--- config.mk ---
export PLATFORM = sky130hd
export DESIGN_NAME = vga_frame_capture
export DESIGN_NICKNAME = d
export VERILOG_FILES = /design/src/rtl/vga_frame_capture.sv
export SDC_FILE = /design/constraint.sdc
export NUM_CORES = 1
export LEC_CHECK = 0
export ABC_AREA = 1
export CORE_UTILIZATION = 62
export DETAILED_ROUTE_END_ITERATION = 7
export GPL_TIMING_DRIVEN = 0
export PLACE_DENSITY_LB_ADDON = 0.08
export SLEW_MARGIN = 20
export SYNTH_ARGS = -nofsm -noshare
export SYNTH_HDL_FRONTEND = slang
export SYNTH_SLANG_ARGS = --single-unit
--- constraint.sdc ---
create_clock -name clk -period 10.5 [get_ports clk]
set_input_delay 3.15 -clock clk [delete_from_list [all_inputs] [get_ports clk]]
set_output_delay 3.15 -clock clk [all_outputs]
set_load 0.02 [all_outputs]
--- src/rtl/vga_frame_capture.sv ---
// Receive-side VGA frame grabber: locks to HS/VS timing from the generator and writes one
// CAP_W x CAP_H window of pixels per armed frame into a frame-buffer write port.
module vga_frame_capture #(
  parameter int unsigned PIX_DIV = 2,
  parameter int unsigned H_SYNC  = 96,
  parameter int unsigned H_BACK  = 48,
  parameter int unsigned H_TOTAL = 800,
  parameter int unsigned V_SYNC  = 2,
  parameter int unsigned V_BACK  = 33,
  parameter int unsigned V_TOTAL = 525,
  parameter int unsigned CAP_X   = 0,
  parameter int unsigned CAP_Y   = 0,
  parameter int unsigned CAP_W   = 200,
  parameter int unsigned CAP_H   = 164,
  parameter int unsigned ADDR_W  = 16
) (
  input  logic              clk,
  input  logic              rst,
  input  logic              vga_hs,
  input  logic              vga_vs,
  input  logic [7:0]        vga_rgb,
  input  logic              cap_en,
  output logic              wr_en,
  output logic [ADDR_W-1:0] wr_addr,
  output logic [7:0]        wr_data,
  output logic              frame_done,
  output logic              locked,
  output logic              sync_err
);

  localparam int unsigned HC_W = $clog2(H_TOTAL * PIX_DIV) + 1;
  localparam int unsigned VC_W = $clog2(V_TOTAL) + 1;
  localparam int unsigned PH_W = (PIX_DIV > 1) ? $clog2(PIX_DIV) : 1;

  localparam int unsigned X_LO_I = H_SYNC + H_BACK + CAP_X;
  localparam int unsigned Y_LO_I = V_SYNC + V_BACK + CAP_Y;

  localparam logic [HC_W-1:0]   H_LAST    = HC_W'(H_TOTAL * PIX_DIV - 1);
  localparam logic [VC_W-1:0]   V_LAST    = VC_W'(V_TOTAL - 1);
  localparam logic [PH_W-1:0]   PH_LAST   = PH_W'(PIX_DIV - 1);
  localparam logic [HC_W-1:0]   X_LO      = HC_W'(X_LO_I);
  localparam logic [HC_W-1:0]   X_HI      = HC_W'(X_LO_I + CAP_W);
  localparam logic [VC_W-1:0]   Y_LO      = VC_W'(Y_LO_I);
  localparam logic [VC_W-1:0]   Y_HI      = VC_W'(Y_LO_I + CAP_H);
  localparam logic [ADDR_W-1:0] ADDR_LAST = ADDR_W'(CAP_W * CAP_H - 1);

  typedef enum logic [1:0] {StSearch, StMeasure, StLocked} state_e;

  state_e            state_q;
  logic              hs_q, hs_prev_q, vs_q, vs_prev_q;
  logic [7:0]        rgb_q, rgb_dly_q;
  logic [HC_W-1:0]   hclk_q, hpix_q;
  logic [PH_W-1:0]   phase_q;
  logic [VC_W-1:0]   vcnt_q;
  logic [ADDR_W-1:0] addr_q;
  logic              cap_active_q, meas_bad_q, last_q;

  logic hs_fall, vs_fall, h_ok, v_ok, mismatch, sample, in_win, fire;

  assign hs_fall  = hs_prev_q & ~hs_q;
  assign vs_fall  = vs_prev_q & ~vs_q;
  assign h_ok     = (hclk_q == H_LAST);
  assign v_ok     = (vcnt_q == V_LAST);
  assign mismatch = (hs_fall & ~h_ok) | (vs_fall & ~v_ok);
  assign sample   = (phase_q == PH_LAST);
  assign in_win   = (hpix_q >= X_LO) && (hpix_q < X_HI) && (vcnt_q >= Y_LO) && (vcnt_q < Y_HI);
  assign fire     = cap_active_q & sample & in_win;

  // Edge detection costs two register stages, so pixel data is delayed twice to stay
  // aligned with hclk: while hclk == h, rgb_dly_q holds the input of line clock h.
  always_ff @(posedge clk or posedge rst) begin
    if (rst) begin
      hs_q      <= 1'b0;
      hs_prev_q <= 1'b0;
      vs_q      <= 1'b0;
      vs_prev_q <= 1'b0;
      rgb_q     <= '0;
      rgb_dly_q <= '0;
      hclk_q    <= '0;
      hpix_q    <= '0;
      phase_q   <= '0;
      vcnt_q    <= '0;
    end else begin
      hs_q      <= vga_hs;
      hs_prev_q <= hs_q;
      vs_q      <= vga_vs;
      vs_prev_q <= vs_q;
      rgb_q     <= vga_rgb;
      rgb_dly_q <= rgb_q;
      if (hs_fall) begin
        hclk_q  <= '0;
        hpix_q  <= '0;
        phase_q <= '0;
      end else begin
        if (hclk_q != '1) hclk_q <= hclk_q + 1'b1;
        if (sample) begin
          phase_q <= '0;
          if (hpix_q != '1) hpix_q <= hpix_q + 1'b1;
        end else begin
          phase_q <= phase_q + 1'b1;
        end
      end
      if (vs_fall) begin
        vcnt_q <= '0;
      end else if (hs_fall && vcnt_q != '1) begin
        vcnt_q <= vcnt_q + 1'b1;
      end
    end
  end

  always_ff @(posedge clk or posedge rst) begin
    if (rst) begin
      state_q      <= StSearch;
      locked       <= 1'b0;
      sync_err     <= 1'b0;
      meas_bad_q   <= 1'b0;
      cap_active_q <= 1'b0;
      addr_q       <= '0;
      wr_en        <= 1'b0;
      wr_addr      <= '0;
      wr_data      <= '0;
      last_q       <= 1'b0;
      frame_done   <= 1'b0;
    end else begin
      sync_err   <= 1'b0;
      wr_en      <= fire;
      last_q     <= fire && (addr_q == ADDR_LAST);
      frame_done <= last_q;
      if (fire) begin
        wr_addr <= addr_q;
        wr_data <= rgb_dly_q;
        addr_q  <= addr_q + 1'b1;
        // Disarm after the last pixel so the address can never wrap.
        if (addr_q == ADDR_LAST) cap_active_q <= 1'b0;
      end
      // A write coinciding with VS fall uses the old address; the clear wins afterwards.
      if (vs_fall) addr_q <= '0;

      unique case (state_q)
        StSearch: begin
          if (vs_fall) begin
            state_q    <= StMeasure;
            meas_bad_q <= 1'b0;
          end
        end
        StMeasure: begin
          if (mismatch) sync_err <= 1'b1;
          if (vs_fall) begin
            meas_bad_q <= 1'b0;
            if (!mismatch && !meas_bad_q) begin
              state_q      <= StLocked;
              locked       <= 1'b1;
              cap_active_q <= cap_en;
            end
          end else if (mismatch) begin
            meas_bad_q <= 1'b1;
          end
        end
        StLocked: begin
          if (mismatch) begin
            sync_err     <= 1'b1;
            locked       <= 1'b0;
            state_q      <= StSearch;
            cap_active_q <= 1'b0;
          end else if (vs_fall) begin
            cap_active_q <= cap_en;
          end
        end
        default: state_q <= StSearch;
      endcase
    end
  end

endmodule

==> out/results.tsv, run 1 <==
metric	value	unit
status	complete, no violations	
die_w	91.95	um
critPathMaxStageDelay	620	ps
fmax	0.2200	GHz
ys_seq_elements	105	
avgSynthCellArea	8.516	um2
final_util	0.7463	
vias_per_cell	5.509	
finalMaxSlewViolations	0	
ios	41	
slew_headroom	0.5091	
crit_family	buffers and inverters	
place.gp.congestion	0.8772	
crit_chain	clkdlybuf4s50_1	
clockBufferDepth	2	
path_clk_slew	110	ps
synth.distinct_cells	39	
antenna_found_initial	0	
cts_tree	yes	
finClkSkew	16.58	ps
path_max_fanout	2	
worst_pin_slew	733.6	ps
irDropWorstVdd	102.2	uV
io_buffers	40	
wl	10490	um
grt.overflow.total	0	
r2r_start	vs_q$_DFF_PP0_	
hold_viol	0	
htree_levels	3	
placed_area	5577	um2
slowest_stage	clkdlybuf4s50_1	
drc	0	
ant_nets	0	
final_cell_mix	nand2_1 (123), dfrtp_1 (105), inv_1 (66), nor2_1 (62), o21ai_0 (44)	
layout_commonest_cell	nand2_1	
grt_pass1_vias	4028	
cts_made_buffers	9	
tns	0	ps
endpoint_kind	primary output	
syn-num-nets	613	
startpoint	wr_data[5]$_DFFE_PP0P_	
mappedNetlistArea	5016	um2
drive_gt1_frac	0.07430	
insertion_delay	380	ps
grt_max_degree	83	
stdcell_area	5797	um2
rows	32	
ctsResizeCount	0	
cts_root_buf	clkbuf_8	
min_path_type	reg2reg	
post-place-ws	6328	ps
finalWorstSetupSlack	5954	ps
grt_usage	0.2700	
hp-start	last_q$_DFF_PP0_	
fin_total_pwr	850.7	uW
grt_pass1_wl	18060	um
arrival	1400	ps
finalNetCount	665	
ys_seq_area_frac	0.5238	
fin_crit	4546	ps
critical_path_class	reg2out	
cellLeakagePower	2.670	nW
min_period_over_period	0.4329	
maxCapViolCount	0	
ctsHoldBuffers	0	
p_per_area	146.8	nW/um2
setup_viol	0	
die_area	8454	um2
hpwl	7580	um
drt_iter0_markers	220	
crit_buf_inv	1	
insertedDiodeCount	0	
synth-warning-count	0	
synthCells	589	
cts_setup_buffers	0	
core	7767	um2
die_h	91.95	um
clock-sinks	105	
synthToLayoutAreaGrowth	15.56	%
num_vias	4121	
rsz0062_at_grt	false	
dr.pass1.iters	5	
wl_per_cell	14.02	um
startpoint_type	flip-flop	
cp.required	7350	ps
start_util	0.6458	
state kept, by name, summed over array words and instances, names as in the netlist:
register      cells
rgb_dly_q         8
phase_q           1
wr_addr          16
state_q           2
wr_data           8
rgb_q             8
hpix_q           12
sync_err          1
vs_prev_q         1
last_q            1
vs_q              1
frame_done        1
hs_q              1
hclk_q           12
hs_prev_q         1
vcnt_q           11
addr_q           16
meas_bad_q        1
cap_active_q      1
wr_en             1
locked            1
worst paths after layout:
path / cells after the start / end / slack [ps]
max: 1 / wr_data[5] / 5950
min: 0 / frame_done$_DFF_PP0_ / 360
max reg2reg: 6 / vcnt_q[9]$_DFFE_PP0P_ / 8250
min reg2reg: 0 / frame_done$_DFF_PP0_ / 360
max in group asynchronous: 3 / addr_q[7]$_DFFE_PP0P_ / 6760
min in group asynchronous: 2 / hclk_q[10]$_DFFE_PP0P_ / 3080
through the flow:
stage / hold WS [ps] / cells
6_report: 360.2 / 748
2_1_floorplan: 331.2 / 589
3_5_place_dp: 337.1 / 732
3_3_place_gp: 332.2 / 731
4_1_cts: 364.7 / 748
5_1_grt: 371.4 / 748
synthesized netlist by cell type (all sizes together):
| cell | instances | area (um2) |
|---|---|---|
| nand2 | 129 | 514.2 |
| buf | 9 | 58.80 |
| o21ai | 47 | 235.2 |
| ha | 11 | 137.6 |
| nand3b | 2 | 15.01 |
| a211oi | 2 | 15.01 |
| o311a | 1 | 10.01 |
| clkbuf | 5 | 18.77 |
| nand4 | 16 | 115.1 |
| a21boi | 1 | 7.510 |
| a31oi | 1 | 6.260 |
| nor3b | 1 | 12.51 |
| nand3 | 38 | 190.2 |
| o22a | 1 | 8.760 |
| dfrtp | 105 | 2628 |
| xor2 | 10 | 87.58 |
| o31ai | 3 | 22.52 |
| and2 | 1 | 6.260 |
| a21oi | 32 | 163.9 |
| nor2 | 69 | 291.5 |
| inv | 71 | 266.5 |
| nor3 | 20 | 110.1 |
| o21a | 4 | 30.03 |
| o211ai | 1 | 7.510 |
| nand2b | 1 | 6.260 |
| o21bai | 1 | 7.510 |
| nor4 | 7 | 43.79 |
layout make-up:
type / instances / area, um2
Multi-Input combinational cell: 399 / 2044
Inverter: 71 / 271.5
Tap cell: 102 / 127.6
Fill cell: 604 / 1971
Buffer: 14 / 77.57
Timing Repair Buffer: 41 / 427.9
Clock buffer: 9 / 123.9
Sequential cell: 105 / 2628
Clock inverter: 7 / 96.34
power breakdown:
part | internal (mW) | leakage [nW] | switching, mW
logic | 0.0523 | 1.16 | 0.0876
registers | 0.433 | 1.40 | 0.0185
clock network | 0.0991 | 0.109 | 0.161
total | 0.584 | 2.67 | 0.267
cells by family (layout without fill, tap and decap cells):
kind of cell,after synthesis,after routing,synth area share
fa+ha+maj,11,11,0.02744
simple gates,284,284,0.2602
xor+xnor,10,10,0.01746
compound gates,94,94,0.1025
buf+inv,85,142,0.06859
flops,105,105,0.5238
routing by layer:
metal | global-route usage | up-vias | share of wire
met5 | 0 | - | 0
met4 | 0.07161 | 0 | 0.0073
met3 | 0.05141 | 8 | 0.045
met2 | 0.4552 | 116 | 0.49
met1 | 0.3602 | 1974 | 0.45
li1 | - | 2023 | -
No activity file was read; power rests on OpenSTA's default activity.
==> run 2, diff against run 1 <==
- CORE_UTILIZATION: 62 -> 58
- clock period: 10.5 -> 4.3 ns (I/O delays scaled with it)
==> out/results.tsv, run 2 (same netlist as run 1, synthesis figures left out) <==
metric	value	unit
r2r_start	vs_q$_DFF_PP0_	
finalNetCount	665	
wl	10410	um
hold_viol	0	
final_cell_mix	nand2_1 (123), dfrtp_1 (105), inv_1 (66), nor2_1 (62), o21ai_0 (44)	
crit_chain	clkdlybuf4s50_1	
path_max_fanout	2	
grt.overflow.total	0	
place.gp.congestion	0.9144	
layout_commonest_cell	nand2_1	
num_vias	4123	
crit_family	buffers and inverters	
dr.pass1.iters	6	
finClkSkew	14.25	ps
htree_levels	3	
drive_gt1_frac	0.07430	
insertion_delay	370	ps
reg2regPathDepth	6	
reg_top3	addr_q: 16 flops, wr_addr: 16 flops	
die_w	95.00	um
drt_iter0_markers	190	
slew_headroom	0.5863	
rr_endpoint	vcnt_q[0]$_DFFE_PP0P_	
holdWs	360.2	ps
core	8299	um2
rsz0062_at_grt	false	
cts_made_buffers	9	
pwr-share-seq	0.533	
hp-start	rgb_q[6]$_DFF_PP0_	
internal_power	1.423	mW
r2r_slack	2170	ps
critPathMaxStageDelay	610	ps
clockBufferDepth	2	
grt_usage	0.2479	
vias_per_cell	5.490	
ios	41	
swShare	0.3118	
critical_path_class	reg2out	
antenna_found_initial	0	
slowest_stage	clkdlybuf4s50_1	
fin_crit	2661	ps
status	complete, no violations	
p_per_area	356.7	nW/um2
p_sw	644.8	uW
wl_per_cell	13.86	um
path_clk_slew	110	ps
synthToLayoutAreaGrowth	15.59	%
drc	0	
cts_tree	yes	
die_h	95.00	um
grt_max_degree	71	
min_path_type	reg2reg	
fmax	0.3758	GHz
irDropWorstVdd	259.2	uV
ant_nets	0	
ctsHoldBuffers	0	
cts_setup_buffers	0	
grt_pass1_vias	3880	
worst_pin_slew	618.3	ps
fin_total_pwr	2.068	mW
io_buffers	40	
cts_root_buf	clkbuf_8	
post-place-ws	1951	ps
tns	0	ps
clock-sinks	105	
crit_buf_inv	1	
start_util	0.6044	
setup_viol	0	
maxCapViolCount	0	
finalMaxSlewViolations	0	
cp.required	3010	ps
num-fill-cells	673	
insertedDiodeCount	0	
finalWorstSetupSlack	1639	ps
cellLeakagePower	2.669	nW
endpoint_kind	primary output	
grt_pass1_wl	17410	um
ctsResizeCount	0	
min_delay_path_depth	0	
rows	33	
holdPathEnd	rgb_dly_q[6]$_DFF_PP0_	
power_frac_comb	0.161	
clkPwrFrac	0.305	
startpoint_type	flip-flop	
arrival	1370	ps
hpwl	7463	um
die_area	9024	um2
min_period_over_period	0.6189	
[run 2: changes by cell type in the layout (fill, tap and decap cells not counted)]
cell	change
inv_6	+1
inv_8	-1
[run 2: layout make-up]
class                      instances  area, um2  share of cell area
buffer                            14      77.57             0.01338
timing repair buffer              41      427.9             0.07380
tap                              105      131.4             0.02266
multi-input combinational        399       2044              0.3526
clock inverter                     7      93.84             0.01618
clock buffer                       9      123.9             0.02136
inverter                          71      271.5             0.04683
sequential                       105       2628              0.4532
[run 2: power by group through the flow]
stage	Clock (mW)	Sequential [mW]	Combinational [mW]
floorplan	0	1.12	0.230
global placement	0	1.12	0.316
detailed placement	0	1.12	0.336
CTS	0.650	1.10	0.338
global route	0.684	1.11	0.388
finish	0.631	1.10	0.334
[run 2: per-layer routing]
| metal | global-route usage | share of wire | vias to the layer above |
|---|---|---|---|
| li1 | - | - | 2028 |
| met1 | 0.3265 | 0.45 | 1960 |
| met2 | 0.4173 | 0.49 | 118 |
| met3 | 0.04589 | 0.048 | 17 |
| met4 | 0.07197 | 0.013 | 0 |
| met5 | 0 | 0 | - |
[run 2: worst max-delay path by stage]
stage / from / to / slack, ps / cells past startpoint
after CTS: locked$_DFFE_PP0P_ / locked / 1620 / 1
after floorplan: rst / addr_q[0]$_DFFE_PP0P_ / 250 / 1
after detailed placement: rst / vcnt_q[0]$_DFFE_PP0P_ / 1950 / 3
after global placement: rst / vcnt_q[0]$_DFFE_PP0P_ / -1240 / 2
final: wr_data[7]$_DFFE_PP0P_ / wr_data[7] / 1640 / 1
after global routing: wr_data[2]$_DFFE_PP0P_ / wr_data[2] / 1580 / 1
[run 2: stage by stage]
stage	instance area (um2)	utilization	instances
after CTS	5798	0.6986	751
after floorplan	5016	-	589
after global placement	5548	0.6685	734
after detailed placement	5580	0.6724	735
final	5798	0.6986	751
after global routing	5798	0.6986	751
==> run 3, diff against run 2 <==
- CORE_UTILIZATION: 58 -> 52
- clock period: 4.3 -> 2.3 ns (I/O delays scaled with it)
==> out/results.tsv, run 3 (same netlist as run 1, synthesis figures left out) <==
metric	value	unit
critical_path_class	reg2out	
critPathMaxStageDelay	610	ps
holdPathEnd	rgb_dly_q[0]$_DFF_PP0_	
min_delay_path_depth	0	
cts_setup_buffers	0	
hold_viol	0	
io_buffers	40	
antenna_found_initial	0	
fin_crit	2063	ps
start_util	0.5403	
wl_per_cell	13.68	um
cts_tree	yes	
final_cell_mix	nand2_1 (123), dfrtp_1 (105), inv_1 (66), nor2_1 (61), o21ai_0 (44)	
setup_viol	0	
tns	0	ps
cp.required	1610	ps
ctsHoldBuffers	0	
final_util	0.6309	
fin_total_pwr	3.861	mW
htree_levels	3	
holdWs	361.5	ps
hp-start	rgb_q[0]$_DFF_PP0_	
layout_commonest_cell	nand2_1	
p_per_area	659.3	nW/um2
reg_top3	addr_q: 16 flops, wr_addr: 16 flops	
cellLeakagePower	2.678	nW
startpoint_type	flip-flop	
synthToLayoutAreaGrowth	16.76	%
irDropWorstVdd	486.9	uV
die_w	100.2	um
place.gp.congestion	0.8753	
rr_endpoint	vcnt_q[5]$_DFFE_PP0P_	
min_period_over_period	0.8970	
instances_no_fill	777	
finalWorstSetupSlack	237.0	ps
crit_family	buffers and inverters	
vias_per_cell	5.239	
r2r_start	vs_prev_q$_DFF_PP0_	
finalMaxSlewViolations	0	
die_area	10040	um2
drive_gt1_frac	0.07870	
slowest_stage	clkdlybuf4s50_1	
dr.pass1.iters	5	
path_max_fanout	2	
finClkSkew	14.07	ps
placed_cells	761	
ant_nets	0	
maxCapViolCount	0	
clock-sinks	105	
status	complete, no violations	
drc	0	
clockBufferDepth	2	
rows	35	
ctsResizeCount	0	
num-fill-cells	812	
ios	41	
endpoint_kind	primary output	
grt.overflow.total	0	
r2r_slack	370	ps
insertion_delay	390	ps
grt_pass1_vias	3894	
worst_pin_slew	609.7	ps
core	9284	um2
grt_pass1_wl	18310	um
rsz0062_at_grt	false	
insertedDiodeCount	0	
crit_buf_inv	1	
grt_usage	0.2328	
wl	10630	um
fmax	0.4847	GHz
min_path_type	reg2reg	
grt_max_degree	31	
drt_iter0_markers	195	
path_clk_slew	110	ps
finalNetCount	667	
cts_made_buffers	9	
cts_root_buf	clkbuf_8	
placed_area	5642	um2
slew_headroom	0.5935	
post-place-ws	73.29	ps
arrival	1370	ps
crit_chain	clkdlybuf4s50_1	
stdcell_area	5857	um2
num_vias	4071	
reg2regPathDepth	7	
hpwl	7783	um
die_h	100.2	um
[run 3: final cells by class]
type	count	area, um2	share of cell area
Sequential cell	105	2628	0.4486
Multi-Input combinational cell	399	2047	0.3495
Timing Repair Buffer	43	460.4	0.07862
Inverter	71	270.3	0.04614
Tap cell	129	161.4	0.02756
Clock buffer	9	123.9	0.02115
Clock inverter	7	88.84	0.01517
Buffer	14	77.57	0.01325
[run 3: how the worst max path moves through the flow]
stage | end | cells after the start | slack, ps | start
floorplan | addr_q[0]$_DFFE_PP0P_ | 1 | 350 | rst
global placement | rgb_q[0]$_DFF_PP0_ | 2 | -710 | rst
detailed placement | vcnt_q[0]$_DFFE_PP0P_ | 6 | 70 | vs_q$_DFF_PP0_
CTS | vcnt_q[0]$_DFFE_PP0P_ | 6 | 50 | vs_q$_DFF_PP0_
global route | vcnt_q[0]$_DFFE_PP0P_ | 6 | 110 | vs_q$_DFF_PP0_
finish | wr_addr[3] | 1 | 240 | wr_addr[3]$_DFFE_PP0P_
[run 3: routing by layer]
layer / routed length, um / up-vias / global-route usage
met5: 0 / - / 0
met4: 124 / 0 / 0.07023
met3: 336 / 10 / 0.04666
met2: 5085 / 76 / 0.3804
met1: 5082 / 1952 / 0.3145
li1: - / 2033 / -
[run 3: report_power, final]
| part | switching (mW) | internal (mW) | total (mW) |
|---|---|---|---|
| sequential | 0.0837 | 1.98 | 2.06 |
| combinational | 0.392 | 0.243 | 0.635 |
| clock | 0.726 | 0.442 | 1.17 |
